`config.mk`:
```
export PLATFORM = sky130hd
export DESIGN_NAME = controller_device
export DESIGN_NICKNAME = d
export VERILOG_FILES = /design/src/rtl/mapache64_pkg.sv /design/src/rtl/controller_device_sync_edge.sv /design/src/rtl/controller_device.sv
export SDC_FILE = /design/constraint.sdc
export NUM_CORES = 1
export LEC_CHECK = 0
export ABC_AREA = 1
export BUFFER_PORTS_ARGS = -buffer_cell sky130_fd_sc_hd__buf_2
export CORE_MARGIN = 10
export CORE_UTILIZATION = 59
export DETAILED_ROUTE_END_ITERATION = 6
export PLACE_DENSITY = 0.82
export SLEW_MARGIN = 20
export SYNTH_ARGS = -nofsm -noshare
export SYNTH_HDL_FRONTEND = slang
export SYNTH_HIERARCHICAL = 1
export SYNTH_SLANG_ARGS = --single-unit
export TNS_END_PERCENT = 10
```
`constraint.sdc`:
```
create_clock -name clk -period 4.05 [get_ports clk]
set_input_delay 0.6075 -clock clk [delete_from_list [all_inputs] [get_ports clk]]
set_output_delay 0.6075 -clock clk [all_outputs]
set_load 0.005 [all_outputs]
```
`src/rtl/mapache64_pkg.sv`:
```
// Shared types for the mapache64 controller path: button layout and device-side FSM states.
package mapache64;

    typedef logic [7:0] data_t;
    typedef logic [7:0] controller_buttons_t;

    localparam int unsigned BUTTON_A      = 0;
    localparam int unsigned BUTTON_B      = 1;
    localparam int unsigned BUTTON_SELECT = 2;
    localparam int unsigned BUTTON_START  = 3;
    localparam int unsigned BUTTON_UP     = 4;
    localparam int unsigned BUTTON_DOWN   = 5;
    localparam int unsigned BUTTON_LEFT   = 6;
    localparam int unsigned BUTTON_RIGHT  = 7;

    typedef enum logic [1:0] {
        IDLE,
        LATCH,
        SHIFT,
        DRAIN
    } controller_dev_state_t;

endpackage

```
`src/rtl/controller_device_sync_edge.sv`:
```
// Multi-flop synchronizer plus history flop for one asynchronous host pin.
// Reset loads the pin's idle level into every flop so leaving reset never produces an edge.
module sync_edge #(
    parameter int unsigned STAGES    = 2,
    parameter logic        RESET_VAL = 1'b0
) (
    input  logic clk,
    input  logic rst,
    input  logic i_async,
    output logic o_level,
    output logic o_rise,
    output logic o_fall
);

    logic [STAGES-1:0] r_sync;
    logic              r_hist;

    always_ff @(posedge clk) begin
        if (rst) begin
            r_sync <= {STAGES{RESET_VAL}};
            r_hist <= RESET_VAL;
        end else begin
            r_sync <= {r_sync[STAGES-2:0], i_async};
            r_hist <= r_sync[STAGES-1];
        end
    end

    assign o_level = r_sync[STAGES-1];
    assign o_rise  = r_sync[STAGES-1] & ~r_hist;
    assign o_fall  = ~r_sync[STAGES-1] & r_hist;

endmodule

```
`src/rtl/controller_device.sv`:
```
// Responder side of the NES-style serial pad protocol: latches buttons_i on the host latch
// and shifts them out active-low on host clock rises, bit0 first.
module controller_device
    import mapache64::*;
#(
    parameter int unsigned BUTTON_WIDTH = 8,
    parameter int unsigned SYNC_STAGES  = 2,
    parameter bit          FILL_PRESSED = 1'b1
) (
    input  logic                    clk,
    input  logic                    rst,
    input  logic [BUTTON_WIDTH-1:0] buttons_i,
    input  logic                    controller_clk_i,
    input  logic                    controller_latch_i,
    output logic                    serial_no,
    output logic                    busy_o,
    output logic                    snapshot_o,
    output logic                    frame_done_o,
    output logic [7:0]              frame_count_o
);

    localparam int unsigned CNT_W = $clog2(BUTTON_WIDTH) + 1;
    localparam logic [CNT_W-1:0] PRE_LAST_CNT = CNT_W'(BUTTON_WIDTH - 2);

    controller_dev_state_t r_state;
    controller_dev_state_t w_state_next;

    logic [BUTTON_WIDTH-1:0] r_shreg;
    logic [CNT_W-1:0]        r_bit_cnt;
    logic                    r_serial_no;
    logic                    r_snapshot;
    logic                    r_frame_done;
    logic [7:0]              r_frame_count;

    logic w_clk_level, w_clk_rise, w_clk_fall;
    logic w_latch_level, w_latch_rise, w_latch_fall;
    logic w_last_shift;
    logic w_serial_next;
    logic w_busy;
    logic w_unused;

    sync_edge #(
        .STAGES    (SYNC_STAGES),
        .RESET_VAL (1'b1)
    ) u_sync_clk (
        .clk     (clk),
        .rst     (rst),
        .i_async (controller_clk_i),
        .o_level (w_clk_level),
        .o_rise  (w_clk_rise),
        .o_fall  (w_clk_fall)
    );

    sync_edge #(
        .STAGES    (SYNC_STAGES),
        .RESET_VAL (1'b0)
    ) u_sync_latch (
        .clk     (clk),
        .rst     (rst),
        .i_async (controller_latch_i),
        .o_level (w_latch_level),
        .o_rise  (w_latch_rise),
        .o_fall  (w_latch_fall)
    );

    assign w_unused     = ^{w_clk_level, w_clk_fall, w_latch_level};
    assign w_last_shift = w_clk_rise && (r_bit_cnt == PRE_LAST_CNT);

    always_ff @(posedge clk) begin
        if (rst) begin
            r_state <= IDLE;
        end else begin
            r_state <= w_state_next;
        end
    end

    // A latch rise aborts whatever is in flight, including a coincident clock rise.
    always_comb begin
        w_state_next = r_state;
        if (w_latch_rise) begin
            w_state_next = LATCH;
        end else begin
            case (r_state)
                IDLE:    w_state_next = IDLE;
                LATCH:   if (w_latch_fall) w_state_next = SHIFT;
                SHIFT:   if (w_last_shift) w_state_next = DRAIN;
                DRAIN:   w_state_next = DRAIN;
                default: w_state_next = IDLE;
            endcase
        end
    end

    always_comb begin
        w_busy        = (r_state == LATCH) || (r_state == SHIFT);
        w_serial_next = (r_state == IDLE) ? 1'b1 : ~r_shreg[0];
    end

    always_ff @(posedge clk) begin
        if (rst) begin
            r_shreg       <= '0;
            r_bit_cnt     <= '0;
            r_serial_no   <= 1'b1;
            r_snapshot    <= 1'b0;
            r_frame_done  <= 1'b0;
            r_frame_count <= '0;
        end else begin
            r_snapshot   <= 1'b0;
            r_frame_done <= 1'b0;
            r_serial_no  <= w_serial_next;
            if (!w_latch_rise) begin
                case (r_state)
                    LATCH: begin
                        r_shreg <= buttons_i;
                        if (w_latch_fall) begin
                            r_bit_cnt  <= '0;
                            r_snapshot <= 1'b1;
                        end
                    end
                    SHIFT: begin
                        if (w_clk_rise) begin
                            r_shreg   <= {FILL_PRESSED, r_shreg[BUTTON_WIDTH-1:1]};
                            r_bit_cnt <= r_bit_cnt + 1'b1;
                            if (w_last_shift) begin
                                r_frame_done  <= 1'b1;
                                r_frame_count <= r_frame_count + 8'd1;
                            end
                        end
                    end
                    // The last bit stays exposed until the next rise; later rises only push fill.
                    DRAIN: begin
                        if (w_clk_rise) begin
                            r_shreg <= {FILL_PRESSED, r_shreg[BUTTON_WIDTH-1:1]};
                        end
                    end
                    default: begin
                    end
                endcase
            end
        end
    end

    assign serial_no     = r_serial_no;
    assign busy_o        = w_busy;
    assign snapshot_o    = r_snapshot;
    assign frame_done_o  = r_frame_done;
    assign frame_count_o = r_frame_count;

endmodule

```
# [Word-level counts from Yosys, hierarchy flattened]
# Cells that the tools add are included.
[classes] n_addsub=2 n_eq_ne=10 n_mux=11 bitwise=11 reduce_logical=15
[op_table] op="one-hot mux 8 bit (2 select lines)" n=1
[op_table] op="adder 8 x 1 -> 8 bit, second input constant" n=1
[op_table] op="two-way mux 4 bit" n=2
[op_table] op="two-way mux 8 bit" n=1
[op_table] op="NOT 1 bit" n=8
[op_table] op="one-hot mux 2 bit (4 select lines)" n=1
[op_table] op="one-hot mux 4 bit (2 select lines)" n=1
[op_table] op="AND reduction 4 bit" n=2
[op_table] op="OR reduction 2 bit" n=3
[op_table] op="adder 4 x 1 -> 4 bit, second input constant" n=1
[op_table] op="equality test 2 bit, second input constant" n=2
[op_table] op="equality test 4 x 3 -> 1 bit, second input constant" n=1
[op_table] op="two-way mux 2 bit" n=2
[op_table] op="inequality test 2 x 1 -> 1 bit, second input constant" n=2
[op_table] op="inequality test 2 bit, second input constant" n=2
[op_table] op="AND reduction 2 bit" n=2
[op_table] op="nonzero test 2 bit" n=2
[op_table] op="OR reduction 4 bit" n=1
[op_table] op="AND 1 bit" n=3
[op_table] op="two-way mux 1 bit" n=3
[op_table] op="inequality test 3 x 2 -> 1 bit, second input constant" n=1
[op_table] op="inequality test 3 bit, second input constant" n=1
[op_table] op="AND reduction 3 bit" n=1
[op_table] op="OR reduction 3 bit" n=1
[op_table] op="other kinds (4)" n=4
[word_totals] reg_bits=31 in_bits=12 output_inout_bits=12 wordCells=61

# [Depth between registers and ports, before layout]
# Gate-level depths: netlist (run 1).
[logic_depth] depth_word=6 mapped_depth=10 ltp_nobuf=10

# [Hierarchy]
# Netlist (run 1), hierarchy kept.
[modules_own_cells] module="controller_device" n_inst=1 cells_per_inst=185 area_per_inst_um2=1297.5 seq_area_each_um2=500.5
[modules_own_cells] module="sync_edge (u_sync_clk)" n_inst=1 cells_per_inst=13 area_per_inst_um2=97.6 seq_area_each_um2=60.1
[modules_own_cells] module="sync_edge (u_sync_latch)" n_inst=1 cells_per_inst=12 area_per_inst_um2=93.8 seq_area_each_um2=60.1

# [Worst setup path before layout (run 1)]
# Ideal clock, no wire load.
[synth_path] path_type="reg-to-output" startpoint="reg r_state[1]" endpoint="out busy_o" t_arrival_ps=905 required_ps=3442 path_slack_ps=2538 path_stages_with_launch=4 path_buffers=1 path_cell_list="dfxtp_1 > inv_1 > buf_2 > ha_1"
[synth_between] elab_chain_cells=2 elab_cells_between_ends=3 classes_between="eq/ne: 2; reduce/logical: 1"
[synth_rtl] item="from (decl)" line="controller_device.sv:25" rtl="controller_dev_state_t r_state;"
[synth_rtl] item="from (signal assigned)" line="controller_device.sv:73" rtl="r_state <= w_state_next;"
[synth_rtl] item="equality test 2 x 1 -> 1 bit / equality test 2 bit (equally long branches)" line="controller_device.sv:94" rtl="w_busy = (r_state == LATCH) || (r_state == SHIFT);"
[synth_rtl] item="logical OR 1 bit *" line="controller_device.sv:94"
[synth_rtl] item="to (decl)" line="controller_device.sv:16" rtl="output logic busy_o,"
# Every way passes the cells marked *; elsewhere a longest branch is shown, timed or not.

# [Worst setup path after layout (run 1)]
# Same ends and word-level chain as after synthesis.

==> summary.md, run 1 <==
| Metric | Value |
|---|---|
| Max Freq | slightly below 0.5 GHz |
| Overall Global Routing Usage | 11.6% |
| Sequential group share of total power | between 40 and 50% |
| Clock Latency Late Sink | between 0.3 and 0.4 ns |
| DRT Pass-1 Iters | 4 |
| P_int | ~0.00057 W |
| WHS | 0.396 ns |
| Hold Path Class | register to register |
| Power density cells | ~500 nW/um2 |
| Crit path buf inv count | 2 |
| Worst hold endpoint | serial_no |
| Drt via density | just under 5 |
| Antenna violations before repair | 0 |
| Max_cap viols | 0 |
| Num ports | 24 |
| CTS tree | built |
| Drt total wl | between 2000 and 3000 um |
| Clock root cell | clkbuf_4 |
| Clk pwr share | between 20% and 30% |
| Fin crit share | around half |
| # setup viols final | 0 |
| Worst path max stage delay | 0.35 ns |
| Clock slew seen by the registers of the worst setup and hold paths | about 0.1 ns |
| Crit path capture type | output pin |
| Die Wd | ~70 um |
| Die area | between 4000 and 5000 um2 |
| Reg2reg start | u_sync_latch/r_sync[1] |
| CP max stage cell | dfxtp_1 |
| Drt drc | 0 |
| Post-cts resize count | 0 |
| Post-route cell area | between 1500 and 2000 um2 |
| Final Max Tran Viols | 0 |
| First-pass GRT wire length | 4830 um |
| Routed via count | 1295 |
| # placed instances | 256 |
| Fin Setup TNS | 0 ns |
| Num CTS Buffers | 5 |
| Final min period | approximately 2.1 ns |
| Kind of cell adding the most delay to the critical path | buffers and inverters |
| Initial Utilization | between 60% and 70% |
| Crit path arrival time | about 1.5 ns |
| N_diodes | 0 |
| GP Congestion | slightly above 0.8 |
| Ratio of cells with drive above 1 in the final layout | approximately 17% |
| Rows | 18 |
| Die height | ~70 um |
| Switching part of the total power | ~33% |
| Outcome | finished clean |
| Finished Layout Cells | approximately 260 |
| Post-Syn Area per Cell | 7.12 um2 |
| Port bufs | 23 |
| Area grow syn2layout | 13.9% |
| Clock sinks | 31 |
| RSZ-0062 raised after global routing | no |
| Number of global-route vias before repair | 1203 |
| Leakage | around 0.80 nW |
| Pre-CTS WS | between 2 and 2.5 ns |
| Skew final | around 0.0098 ns |
| WHS Path Cells | 1 |
| Syn nets | about 230 |
| Worst hold start | r_shreg[0] |
| Post-CTS Hold Buffers | 0 |
| Syn. warnings | 6 |
| Critical path type | register to output pin |
| Dpl hpwl | between 2000 and 2500 um |
| Post-DRT Antenna Nets | 0 |
| Final Hold Violating Endpoints | 0 |
| Max clock buf depth | 2 |
| Total stage count of the critical path | 3 |
| Worst setup SP type | register |
| Synth Cell Area | approximately 1500 um2 |
| CP cell instances | inv_1 -> ha_1 -> buf_2 |
| Post-CTS Setup Bufs | 0 |
| CTS H-Tree Depth | 2 |
| Required @ worst endpoint | roughly 3.4 ns |
| Setup WS post-layout | roughly 2.0 ns |
| Slew headroom | about three fifths |
| Reg2reg setup slack | approximately 2.4 ns |
| Core Region | ~2400 um2 |
| Logic pwr share | around a quarter |
| DR iter-0 viols | 64 |
| Fin nets | ~250 |
| Post-DP Area | approximately 1600 um2 |
| GR Overflow Total | 0 |
| Reg2reg path depth | 6 |
| Sw Pwr | approximately 0.00028 W |
| Mapped Cells | between 200 and 250 |
| Wire length per cell | roughly 10 um |
| Largest net degree at the start of global routing | 19 |
| R2r endpoint | r_shreg[6] |
| Peak supply drop | approximately 0.34 mV |
| Measured slew at the worst slew-check pin | just over 0.6 ns |
| Crit-path max FO | 18 |
## how the worst max path moves through the flow
stage / slack (ns) / from / endpoint
floorplan: 2.54 / r_state[1] / busy_o
global placement: 2.38 / r_state[1] / busy_o
detailed placement: 2.33 / r_state[1] / busy_o
CTS: 1.95 / r_state[1] / busy_o
global route: 1.85 / r_state[1] / busy_o
finish: 1.99 / r_state[1] / busy_o
## state kept, by name, summed over array words and instances, names as in the netlist
register             count
frame_count_o            8
r_shreg                  8
r_bit_cnt                4
r_state                  2
u_sync_clk/r_sync        2
u_sync_latch/r_sync      2
frame_done_o             1
serial_no                1
snapshot_o               1
u_sync_clk/r_hist        1
u_sync_latch/r_hist      1
## worst reg2reg max path: cells and delay by family, from the launching register on
kind                   cells  cell delay, ns
AO/OA/AOI/OAI              3            0.84
AND/OR/NAND/NOR            2            0.39
flip-flops                 1            0.34
buffers and inverters      1            0.06
## placed cells by master, fill, tap and decap left out, drive strengths merged
cell type / n
xnor2: 2
xor2: 2
clkbuf: 6
nor2: 29
a21oi: 19
nor3: 1
buf: 23
nor3b: 1
nand3: 12
nand2: 45
bufinv: 1
a31oi: 1
clkinv: 1
inv: 34
dfxtp: 31
o21ai: 18
ha: 8
## final cells by class
cell class / count / area [um2]
clock buffers: 6 / 51.3
well taps: 30 / 37.5
flip-flops and latches: 31 / 621
multi-input cells: 138 / 701
inverters: 34 / 128
fillers: 213 / 744
repair buffers: 23 / 115
clock inverters: 2 / 35.0
## stage by stage
stage / power, W / util, %
after CTS: 0.000856 / 69.4
final: 0.000847 / 69.4
after global routing: 0.000912 / 69.4
after floorplan: 0.000562 / -
after global placement: 0.000595 / 65.8
after detailed placement: 0.000604 / 65.8
## power groups by stage
stage               combinational [W]  sequential (W)  clock (W)
finish                       0.000226        0.000368   0.000253
floorplan                    0.000190        0.000372          0
global placement             0.000221        0.000374          0
CTS                          0.000230        0.000369   0.000257
global route                 0.000269        0.000374   0.000269
detailed placement           0.000228        0.000376          0
## layer usage
metal  vias up  track usage [%]  wire (um)
li1        698                -          -
met1       572             12.9       1300
met2        20             18.6       1250
met3         5             5.51        174
met4         0             4.61         44
met5         -                0          0
(Power assumes the default switching activity.)
==> run 2, diff against run 1 <==
- CORE_UTILIZATION: 59 -> 55
- PLACE_DENSITY: 0.82 -> 0.77
- clock period: 4.05 -> 2.1 ns (I/O delays scaled with it)
==> run 2 against run 1 <==
  * Critical path depth unchanged
  * Combinational power increased by 98%
  * Routed wire length increased by 11%
  * Via count increased by 2.9%
  * First-iteration DRC count increased by 33%
  * Final cell count unchanged
  * Power increased by 83%
  * Non-clock buffer count unchanged
  * Critical path type unchanged
  * Largest power group unchanged
==> summary.md, run 2 (synthesized netlist as in run 1, its figures left out) <==
| Metric | Value |
|---|---|
| Outcome | finished clean (unchanged) |
| Sequential group share of total power | 45.8% (was 43.5%) |
| Slew headroom | 56.9% (was 59.2%) |
| Port bufs | 23 (unchanged) |
| GP Congestion | 0.807 (was 0.819) |
| Final min period | between 1.5 and 2 ns |
| Filler cells | 233 (was 213) |
| Reg2reg start | u_sync_latch/r_sync[1] (unchanged) |
| Critical path type | register to output pin (unchanged) |
| Fin Setup TNS | 0 ns (unchanged) |
| Hold Path Class | input pin to register (was register to register) |
| Final Hold Violating Endpoints | 0 (unchanged) |
| Drt drc | 0 (unchanged) |
| Skew final | 0.0102 ns (was 0.00977 ns) |
| First-pass GRT wire length | 5260 um (was 4830 um) |
| Drt via density | 5.05 (was 4.91) |
| Logic pwr share | 28.8% (was 26.7%) |
| Power density cells | 931 nW/um2 (was 502 nW/um2) |
| Wire length per cell | 11.6 um (was 10.5 um) |
| Clock Latency Late Sink | 0.33 ns (was 0.34 ns) |
| # setup viols final | 0 (unchanged) |
| Dpl hpwl | 2290 um (was 2090 um) |
| Post-CTS Setup Bufs | 0 (unchanged) |
| Num CTS Buffers | 5 (unchanged) |
| Area grow syn2layout | 12.8% (was 13.9%) |
| R2r endpoint | r_shreg[6] (unchanged) |
| Clk pwr share | 25.4% (was 29.8%) |
| DRT Pass-1 Iters | 4 (unchanged) |
| Overall Global Routing Usage | 12.1% (was 11.6%) |
| Crit-path max FO | 18 (unchanged) |
| Clock root cell | clkbuf_4 (unchanged) |
| Clock slew seen by the registers of the worst setup and hold paths | 0.10 ns (about the same) |
| N_diodes | 0 (unchanged) |
| Clock sinks | 31 (unchanged) |
| Core Region | 2520 um2 (was 2430 um2) |
| DR iter-0 viols | 85 (was 64) |
| Die height | 71.9 um (was 70.1 um) |
| Sw Pwr | 0.000535 W (was 0.000276 W) |
| Worst hold start | controller_clk_i (was r_shreg[0]) |
| Num ports | 24 (unchanged) |
| Max clock buf depth | 2 (unchanged) |
| Worst path max stage delay | 0.36 ns (was 0.35 ns) |
| Drt total wl | 3070 um (was 2770 um) |
| Routed via count | 1332 (was 1295) |
| RSZ-0062 raised after global routing | no (unchanged) |
| Die Wd | 71.9 um (was 70.1 um) |
| Post-cts resize count | 0 (unchanged) |
| Worst hold endpoint | u_sync_clk/r_sync[0] (was serial_no) |
| Max_cap viols | 0 (unchanged) |
| Switching part of the total power | 34.4% (was 32.6%) |
| Worst setup SP type | register (unchanged) |
| Measured slew at the worst slew-check pin | 0.647 ns (was 0.612 ns) |
| Antenna violations before repair | 0 (unchanged) |
| CTS tree | built (unchanged) |
| CTS H-Tree Depth | 2 (unchanged) |
| Largest net degree at the start of global routing | 19 (unchanged) |
| CP max stage cell | dfxtp_1 (unchanged) |
| Post-CTS Hold Buffers | 0 (unchanged) |
| Crit path capture type | output pin (unchanged) |
| Final Util | 66.2% (was 69.4%) |
| Peak supply drop | 0.733 mV (was 0.344 mV) |
| Most frequent cells in the layout | nand2_1, inv_1, dfxtp_1 (unchanged) |
| Crit path arrival time | 1.53 ns (was 1.45 ns) |
| Reg2reg setup slack | 0.36 ns (was 2.38 ns) |
| P_int | 0.00102 W (was 0.000571 W) |
| Post-DRT Antenna Nets | 0 (unchanged) |
| Fin nets | 253 (unchanged) |
| CP cell instances | inv_1 -> ha_1 -> buf_2 (unchanged) |
| Reg2reg path depth | 6 (unchanged) |
| Die area | 5170 um2 (was 4920 um2) |
| Number of global-route vias before repair | 1251 (was 1203) |
| GR Overflow Total | 0 (unchanged) |
| Commonest non-fill, non-tap cell in the layout | nand2_1 (unchanged) |
| Rows | 18 (unchanged) |
| Max Freq | 0.542 GHz |
| Final Max Tran Viols | 0 (unchanged) |
| Fin crit share | between 80 and 90% |
| WHS Path Cells | 3 (was 1) |
| Initial Utilization | 58.7% (was 60.9%) |
| Required @ worst endpoint | 1.78 ns (was 3.44 ns) |
| Leakage | 0.789 nW (was 0.799 nW) |
| Ratio of cells with drive above 1 in the final layout | 16.7% (was 17.1%) |
-- run 2: changes by cell type in the layout (fill, tap and decap cells not counted), sizes merged --
cell,change
clkbuf,+2
bufinv,-1
clkinv,-1
-- run 2: power groups by stage --
stage	Combinational (W)	Sequential, W	Clock [W]
final	0.000448	0.000712	0.000395
after global routing	0.000513	0.000722	0.000425
after CTS	0.000450	0.000711	0.000395
after detailed placement	0.000446	0.000725	0
after global placement	0.000418	0.000720	0
after floorplan	0.000366	0.000717	0
-- run 2: how the worst max path moves through the flow --
stage	start	endpoint	slack, ns	depth (start not counted)
2_1_floorplan	r_state[1]	r_shreg[7]	0.72	8
3_3_place_gp	u_sync_latch/r_sync[1]	r_shreg[5]	0.50	6
3_5_place_dp	u_sync_latch/r_sync[1]	r_shreg[6]	0.39	6
4_1_cts	r_state[1]	busy_o	0.26	3
5_1_grt	u_sync_latch/r_sync[1]	r_shreg[0]	0.14	6
6_report	r_state[1]	busy_o	0.26	3
-- run 2: area by class of cell --
class	count	area (um2)	area share [%]
clock buffer	8	68.8	4.12
multi-input combinational	138	701	41.9
tap	30	37.5	2.25
sequential	31	621	37.2
timing repair buffer	23	115	6.89
inverter	34	128	7.64
-- run 2: worst max-delay path: cells and delay by family (launching register included) --
| family | cells | cell delay (ns) |
|---|---|---|
| adder cells (fa/ha/maj) | 1 | 0.34 |
| flip-flops | 1 | 0.36 |
| buffers and inverters | 2 | 0.50 |
-- run 2: stage by stage --
step / hold slack, ns / instance area [um2] / power [W] / setup slack, ns / std cells
floorplan: 0.365 / 1480 / 0.00108 / 0.722 / 208
global placement: 0.375 / 1600 / 0.00114 / 0.496 / 256
detailed placement: 0.379 / 1600 / 0.00117 / 0.390 / 256
CTS: 0.152 / 1670 / 0.00156 / 0.257 / 264
global route: 0.142 / 1670 / 0.00166 / 0.136 / 264
finish: 0.156 / 1670 / 0.00155 / 0.255 / 264
-- run 2: per-layer routing --
metal  track usage, %  share of wire, %  vias up
met3             4.49               6.2        4
met5                0                 0        -
li1                 -                 -      694
met2             20.7                47       25
met4             5.16              0.88        0
met1             13.2                45      609
